[src/rtl/ifetch_pkg.sv]
// Shared types and constants for the instruction-fetch controller.
// The optional IFETCH_NOP_SQUASH_EN build squashes all-zero fetched words.
package ifetch_pkg;

    localparam int unsigned INSTR_BYTES      = 4;
    localparam int unsigned DEF_ADDR_W       = 32;
    localparam int unsigned DEF_DATA_W       = 32;
    localparam logic [31:0] DEFAULT_RESET_PC = 32'd100;

    typedef enum logic {
        IDLE  = 1'b0,
        FETCH = 1'b1
    } ifetch_state_t;

    typedef struct packed {
        logic [DEF_ADDR_W-1:0] pc;
        logic [DEF_DATA_W-1:0] instr;
    } ifetch_entry_t;

endpackage

[src/rtl/ifetch_fifo.sv]
// Prefetch FIFO holding {pc, instr} entries; flush wins over push and pop.
// Push while full is accepted only when a pop happens in the same cycle.
module ifetch_fifo
    import ifetch_pkg::*;
#(
    parameter int unsigned DEPTH   = 2,
    parameter type         entry_t = ifetch_entry_t,
    localparam int unsigned PTR_W  = $clog2(DEPTH),
    localparam int unsigned CNT_W  = PTR_W + 1
) (
    input  logic             clk,
    input  logic             rst_n,
    input  logic             flush_i,
    input  logic             push_i,
    input  entry_t           entry_i,
    input  logic             pop_i,
    output entry_t           head_o,
    output logic             full_o,
    output logic             empty_o,
    output logic [CNT_W-1:0] count_o
);

    entry_t             mem_q [DEPTH];
    logic [PTR_W-1:0]   wr_ptr_q;
    logic [PTR_W-1:0]   rd_ptr_q;
    logic [CNT_W-1:0]   count_q;
    logic               push_ok;
    logic               pop_ok;

    assign empty_o = (count_q == '0);
    assign full_o  = (count_q == CNT_W'(DEPTH));
    assign count_o = count_q;
    assign pop_ok  = pop_i & ~empty_o;
    assign push_ok = push_i & (~full_o | pop_ok);
    assign head_o  = empty_o ? '0 : mem_q[rd_ptr_q];

    // NOTE: sequential state uses non-blocking assignments so every register
    // samples the pre-edge values regardless of statement order.
    always_ff @(posedge clk) begin
        if (!rst_n || flush_i) begin
            wr_ptr_q <= '0;
            rd_ptr_q <= '0;
            count_q  <= '0;
        end else begin
            if (push_ok) wr_ptr_q <= wr_ptr_q + PTR_W'(1);
            if (pop_ok)  rd_ptr_q <= rd_ptr_q + PTR_W'(1);
            count_q <= count_q + CNT_W'(push_ok) - CNT_W'(pop_ok);
        end
    end

    // NOTE: storage is deliberately not reset; the head is masked while empty,
    // so stale contents are never observable.
    always_ff @(posedge clk) begin
        if (rst_n && !flush_i && push_ok) mem_q[wr_ptr_q] <= entry_i;
    end

endmodule

[src/rtl/ifetch_ctrl.sv]
// Instruction-fetch controller: owns the fetch PC, buffers words, handles redirects.
// Define IFETCH_NOP_SQUASH_EN to drop all-zero fetched words (PC still advances).
module ifetch_ctrl
    import ifetch_pkg::*;
#(
    parameter int unsigned       ADDR_W     = 32,
    parameter int unsigned       DATA_W     = 32,
    parameter int unsigned       FIFO_DEPTH = 2,
    parameter logic [ADDR_W-1:0] RESET_PC   = ADDR_W'(DEFAULT_RESET_PC)
) (
    input  logic              clk,
    input  logic              rst_n,
    input  logic              run,
    output logic [ADDR_W-1:0] imem_addr,
    input  logic [DATA_W-1:0] imem_data,
    input  logic              redirect_valid,
    input  logic [ADDR_W-1:0] redirect_pc,
    output logic              inst_valid,
    input  logic              inst_ready,
    output logic [DATA_W-1:0] inst_data,
    output logic [ADDR_W-1:0] inst_pc,
    output logic              fetch_busy
);

    localparam int unsigned CNT_W = $clog2(FIFO_DEPTH) + 1;

    typedef struct packed {
        logic [ADDR_W-1:0] pc;
        logic [DATA_W-1:0] instr;
    } entry_t;

    ifetch_state_t     state_q, state_d;
    logic [ADDR_W-1:0] fetch_pc_q, fetch_pc_d;
    logic              fifo_full, fifo_empty;
    logic [CNT_W-1:0]  fifo_count;
    entry_t            fifo_head, fifo_in;
    logic              pop, fetch_ok, push;
    logic              lint_unused;

    assign pop        = inst_valid & inst_ready;
    assign fetch_ok   = (state_q == FETCH) & ~redirect_valid & (~fifo_full | pop);
`ifdef IFETCH_NOP_SQUASH_EN
    assign push       = fetch_ok & (imem_data != '0);
`else
    assign push       = fetch_ok;
`endif
    assign fifo_in    = '{pc: fetch_pc_q, instr: imem_data};
    assign lint_unused = ^{fifo_count, redirect_pc[1:0]};

    always_ff @(posedge clk) begin
        if (!rst_n) begin
            state_q    <= IDLE;
            fetch_pc_q <= RESET_PC;
        end else begin
            state_q    <= state_d;
            fetch_pc_q <= fetch_pc_d;
        end
    end

    // NOTE: every output of this block gets a default first so no latch is inferred.
    always_comb begin
        state_d    = state_q;
        fetch_pc_d = fetch_pc_q;
        case (state_q)
            IDLE:    if (run)  state_d = FETCH;
            FETCH:   if (!run) state_d = IDLE;
            default: state_d = IDLE;
        endcase
        // Redirect overrides both hold and sequential advance; low bits are forced to word alignment.
        if (redirect_valid)
            fetch_pc_d = {redirect_pc[ADDR_W-1:2], 2'b00};
        else if (fetch_ok)
            fetch_pc_d = fetch_pc_q + ADDR_W'(INSTR_BYTES);
    end

    ifetch_fifo #(
        .DEPTH   (FIFO_DEPTH),
        .entry_t (entry_t)
    ) u_fifo (
        .clk     (clk),
        .rst_n   (rst_n),
        .flush_i (redirect_valid),
        .push_i  (push),
        .entry_i (fifo_in),
        .pop_i   (pop),
        .head_o  (fifo_head),
        .full_o  (fifo_full),
        .empty_o (fifo_empty),
        .count_o (fifo_count)
    );

    assign inst_valid = ~fifo_empty;
    assign inst_data  = fifo_head.instr;
    assign inst_pc    = fifo_head.pc;
    assign imem_addr  = fetch_pc_q;
    assign fetch_busy = (state_q == FETCH);

endmodule

[config.mk]
export PLATFORM = sky130hd
export DESIGN_NAME = ifetch_ctrl
export DESIGN_NICKNAME = d
export VERILOG_FILES = /design/src/rtl/ifetch_pkg.sv /design/src/rtl/ifetch_fifo.sv /design/src/rtl/ifetch_ctrl.sv
export SDC_FILE = /design/constraint.sdc
export NUM_CORES = 1
export LEC_CHECK = 0
export CAP_MARGIN = 20
export CORE_AREA = 5 5 120 122
export DETAILED_ROUTE_END_ITERATION = 6
export DIE_AREA = 0 0 125 127
export PLACE_DENSITY_LB_ADDON = 0.1
export SLEW_MARGIN = 20
export SYNTH_ARGS = -nofsm -noshare
export SYNTH_HDL_FRONTEND = slang
export SYNTH_HIERARCHICAL = 1
export SYNTH_SLANG_ARGS = --single-unit
[constraint.sdc]
create_clock -name clk -period 7.94 [get_ports clk]
set_clock_uncertainty 0.15 [all_clocks]
set_input_delay 1.985 -clock clk [delete_from_list [all_inputs] [get_ports clk]]
set_output_delay 1.985 -clock clk [all_outputs]
set_load 0.02 [all_outputs]
Word-level counts from Yosys, hierarchy flattened
Memories as Yosys holds them, arrays and structs flattened. A register that Yosys moved wholly into a read port is not among the register bits.
Cells that the tools add are included.
{"block": "word_totals", "regBits": 37, "ram_bits": 128, "inputBits": 69, "out_inout_bits": 98, "mem_count": 1}
{"block": "op_classes", "n_addsub": 5, "eq_ne": 1, "n_mux": 8, "n_bitwise": 11, "n_reduce_logical": 8}
{"name": "u_fifo.mem_q", "depth": 2, "width": 64, "read_ports": 1, "rd_clocked_by_memory_dff": 1, "write_ports": 1, "line": "ifetch_fifo.sv:23", "source": "entry_t mem_q [DEPTH];"}
{"operator": "two-way mux 32 bit", "count": 2}
{"operator": "two-way mux 64 bit", "count": 1}
{"operator": "adder 32 x 3 -> 32 bit, second input constant", "count": 1}
{"operator": "bitwise AND 1 bit", "count": 5}
{"operator": "two-way mux 1 bit", "count": 5}
{"operator": "inverter 1 bit", "count": 4}
{"operator": "adder 1 bit, second input constant", "count": 2}
{"operator": "adder 2 x 1 -> 2 bit", "count": 1}
{"operator": "equality test 2 bit, second input constant", "count": 1}
{"operator": "logical AND 1 bit", "count": 2}
{"operator": "logical NOT 1 bit", "count": 2}
{"operator": "logical NOT 2 bit", "count": 1}
{"operator": "OR 1 bit", "count": 2}
{"operator": "nonzero test 2 bit", "count": 1}
{"operator": "OR reduction 2 bit", "count": 1}
{"operator": "subtractor 2 x 1 -> 2 bit", "count": 1}
{"operator": "logical OR 1 bit", "count": 1}

Longest topological paths before layout
{"block": "depth", "ltp_word": 9, "ltp_mapped": 12, "ltp_nobuf": 10}

By module
The synthesis kept the hierarchy.
{"module": "ifetch_fifo", "n_inst": 1, "cells_per_inst": 299, "area_each_um2": 5049.8}
{"module": "ifetch_ctrl", "n_inst": 1, "cells_per_inst": 232, "area_each_um2": 1886.8}

Worst setup path after synthesis
No wires, ideal clock.
{"block": "synth_path", "path_type": "input-to-reg", "start": "input port inst_ready", "end": "memory u_fifo/mem_q[0][0] (netlist bit) (enable)", "setup_time_ps": 486, "t_arrival_ps": 5452, "required_ps": 7304, "setup_slack_ps": 1851, "stages": 6, "n_path_buf": 1, "cell_sequence": "nand2b_4 > buf_6 > a21o_1 > nor2_1 > nand3_1 > nor2_1"}
{"block": "synth_via", "elab_chain_len": 7, "elab_cells_between_ends": 9}
{"element": "start: declaration", "line": "ifetch_ctrl.sv:19", "source": "input logic inst_ready,"}
{"element": "bitwise AND 1 bit", "line": "ifetch_ctrl.sv:40", "source": "assign pop = inst_valid & inst_ready;"}
{"element": "OR 1 bit", "line": "ifetch_ctrl.sv:41", "source": "assign fetch_ok = (state_q == FETCH) & ~redirect_valid & (~fifo_full | pop);"}
{"element": "bitwise AND 1 bit", "line": "ifetch_ctrl.sv:41"}
{"element": "net fetch_ok", "line": "ifetch_ctrl.sv:37", "source": "logic pop, fetch_ok, push;"}
{"element": "bitwise AND 1 bit", "line": "ifetch_fifo.sv:34", "source": "assign push_ok = push_i & (~full_o | pop_ok);"}
{"element": "logical AND 1 bit", "line": "ifetch_fifo.sv:54", "source": "if (rst_n && !flush_i && push_ok) mem_q[wr_ptr_q] <= entry_i;"}
{"element": "two-way mux 1 bit", "line": "ifetch_fifo.sv:54"}
{"element": "two-way mux 1 bit (implied by the code)", "line": "ifetch_fifo.sv:54"}
{"element": "end: declaration", "line": "ifetch_fifo.sv:23"}
The timed path passes the listed nets, and every way through them passes these cells.

Worst setup path in the final report
{"block": "layout_path", "start": "input port inst_ready", "end": "memory u_fifo/mem_q[0][35] (netlist bit) (enable)"}
Same word-level chain as after synthesis.

==> metrics.csv <==
metric;value;unit
vias_per_cell;5.32;
postSynth.asyncResetShare;0;%
grt-ovfl-total;0;
routabilityCongestion;0.812;
drive_gt1_share;7.46;%
tightest_slew;0.774;ns
start_kind;input pin;
vias;4713;
numCtsBuffers;17;
cts_resized;0;
power_frac_comb;7.1;%
synth-edff-count;128;
drtIter0Drc;387;
clockRootBuffer;clkbuf_16;
route.detailed.drc;0;
power.share.clock;42.0;%
p_int;1.48;mW
max_cap_violations;0;
dp_hpwl;10.5;mm
dieArea;15900;um2
die_h;127;um
seq_power_share;50.9;%
die_w;125;um
fin_nets;768;
synth_warnings;6;
cts_setup_buffers;0;
ys_types;51;
clockBufferDepth;2;
initial_core_util;53.0;%
worstPathMaxFanout;26;
power.leakage;3.06;nW
synth_area;6940;um2
seq_area_frac_synth;65.8;%
core_area;13100;um2
antenna_left;0;
run_status;completed;
synth_top_area_share;55.4;%
finalSetupTns;0;ns
antenna_found_initial;0;
switching_power;0.419;mW
grt_usage;19.3;%
peakVddDrop;0.149;mV
multiInputGateArea;2210;um2
clock.fmax;210;MHz
wirelength;15.4;mm
p_per_area;203;nW/um2
power;1.90;mW
grt_max_degree;65;
areaGrowthSynthToFinish;35.1;%
synth_seq_cells;164;
n_antenna_cell;0;
synthTopCellsByArea;edfxtp_1 (55%), dfxtp_1 (10%), mux2i_1 (9.5%);
grt_setup_unrepaired;false;
period_share;59.9;%
grt_pass1_vias;4738;
cts_tree;built;
setup_violations;0;
first_pass_iters;4;
yosysTopAreaCell;edfxtp_1;
critPathKind;input pin to flop;
clk_latency;0.41;ns
hold_buffers;0;
cts_sinks;164;
htreeDepth;4;
syn_avg_cell_area;13.1;um2
num_io_pins;167;
path_clk_slew;0.06;ns
fin_crit;4.76;ns
max_slew_margin;48.3;%
swShare;22.1;%
grt_pass1_wl;24.4;mm
wl_per_cell;17.4;um
hold_class;flop to flop;
hold_viol_final;0;
endpoint_kind;flop;
maxSlewViolCount;0;
portBuffers;162;
synth_ff_type;edfxtp_1;
cp.arrival;4.68;ns
syn-instance-count;531;
num_rows;42;
cp.required;7.86;ns
seq_area;4570;um2
fill_cells;916;
-- cell usage after synthesis (2+ instances only) --
cell and n:
nand4_4 2, inv_1 12, buf_2 7, dfxtp_1 36, nor3_1 4, buf_4 9
clkbuf_1 11, and3_1 4, nor2_1 80, a31oi_1 7, o21ai_1 2, a21oi_1 22
mux2i_1 66, nor4_1 2, and2_1 3, nand4_1 9, edfxtp_1 128, or3_1 8
o21ai_0 31, ha_1 2, xor2_1 15, and4_1 3, nand2_1 16, nand3_1 17
nor2b_1 3, xnor2_1 7
-- power by group through the flow --
stage	combinational [mW]	sequential (mW)	clock, mW
2_1_floorplan	0.0470	0.990	0
3_3_place_gp	0.132	0.983	0
3_5_place_dp	0.135	0.984	0
4_1_cts	0.136	0.966	0.810
5_1_grt	0.146	0.969	0.848
6_report	0.135	0.967	0.796
-- cells by family (layout without fill, tap and decap cells) --
group	count (synthesis)	in the layout	synth area share, %
compound gates	74	74	6.60
xor+xnor	22	22	2.78
fa+ha+maj	2	2	0.361
buf+inv	40	214	2.89
flops	164	164	65.8
mux	66	66	9.52
other cells	1	6	0.0541
simple gates	162	162	12.0
-- per-stage QoR --
| step | std cells | instance area, um2 | utilization [%] | setup slack [ns] | hold WS [ns] |
|---|---|---|---|---|---|
| final | 886 | 9370 | 71.6 | 3.18 | 0.360 |
| after global routing | 886 | 9370 | 71.6 | 2.98 | 0.397 |
| after CTS | 885 | 9340 | 71.4 | 3.17 | 0.368 |
| after detailed placement | 853 | 8760 | 67.0 | 2.74 | 0.352 |
| after global placement | 851 | 8710 | 66.5 | 2.56 | 0.336 |
| after floorplan | 536 | 6960 | - | 1.85 | 0.296 |
-- cell type report --
| type | count | area share, % |
|---|---|---|
| sequential | 164 | 48.8 |
| tap | 176 | 2.35 |
| clock inverter | 13 | 1.58 |
| inverter | 12 | 0.481 |
| clock buffer | 19 | 4.62 |
| multi-input combinational | 332 | 23.6 |
| timing repair buffer | 170 | 18.6 |
-- state kept, by name (all words and copies together) (netlist names), named ones only --
| name | flops |
|---|---|
| u_fifo/count_o | 2 |
| u_fifo/wr_ptr_q | 1 |
| fetch_busy | 1 |
| imem_addr | 30 |
| u_fifo/mem_q | 128 |
| u_fifo/rd_ptr_q | 1 |
-- layer usage --
layer | track usage (%) | share of wire (%) | routed length, um | up-vias
met5 | 0 | 0 | 0 | -
met4 | 5.80 | 1.2 | 189 | 0
met2 | 32.6 | 49 | 7540 | 169
met3 | 5.30 | 7.4 | 1150 | 17
li1 | - | - | - | 2277
met1 | 24.6 | 43 | 6570 | 2250
-- path summary, 6_finish.rpt --
path                            slack [ns]         startpoint             endpoint  cells after the start
worst max-delay path                  3.18         inst_ready  u_fifo/mem_q[0][35]                      8
worst min-delay path                  0.36    u_fifo/rd_ptr_q      u_fifo/rd_ptr_q                      2
worst max register to register        4.54  u_fifo/count_o[0]  u_fifo/mem_q[0][35]                      8
worst min register to register        0.36    u_fifo/rd_ptr_q      u_fifo/rd_ptr_q                      2
-- worst max-delay path: stages --
cell	delay [ns]
clkdlybuf4s50_1	0.51
nand2b_4	0.13
a21o_1	0.29
nor2_1	0.29
nand3_1	0.27
nor2_4	0.57
buf_16	0.25
buf_4	0.36
-- cells in the final DEF (no fill, tap or decap), types with 2 or more instances in the layout --
cell type,count
clkdlybuf4s50_1,162
edfxtp_1,128
nor2_1,77
mux2i_1,66
dfxtp_1,35
o21ai_0,31
a21oi_1,22
nand3_1,17
clkbuf_16,17
nand2_1,16
xor2_1,15
inv_1,12
nand4_1,9
or3_1,8
xnor2_1,7
a31oi_1,7
conb_1,6
clkinvlp_4,5
buf_4,5
and3_1,4
nor2_4,4
nor3_1,4
inv_6,4
and4_1,3
and2_1,3
nor2b_1,3
buf_16,3
nand4_4,2
nor4_1,2
o21ai_1,2
ha_1,2
clkbuf_1,2
bufinv_16,2
Power figures use the tool's default switching activity.
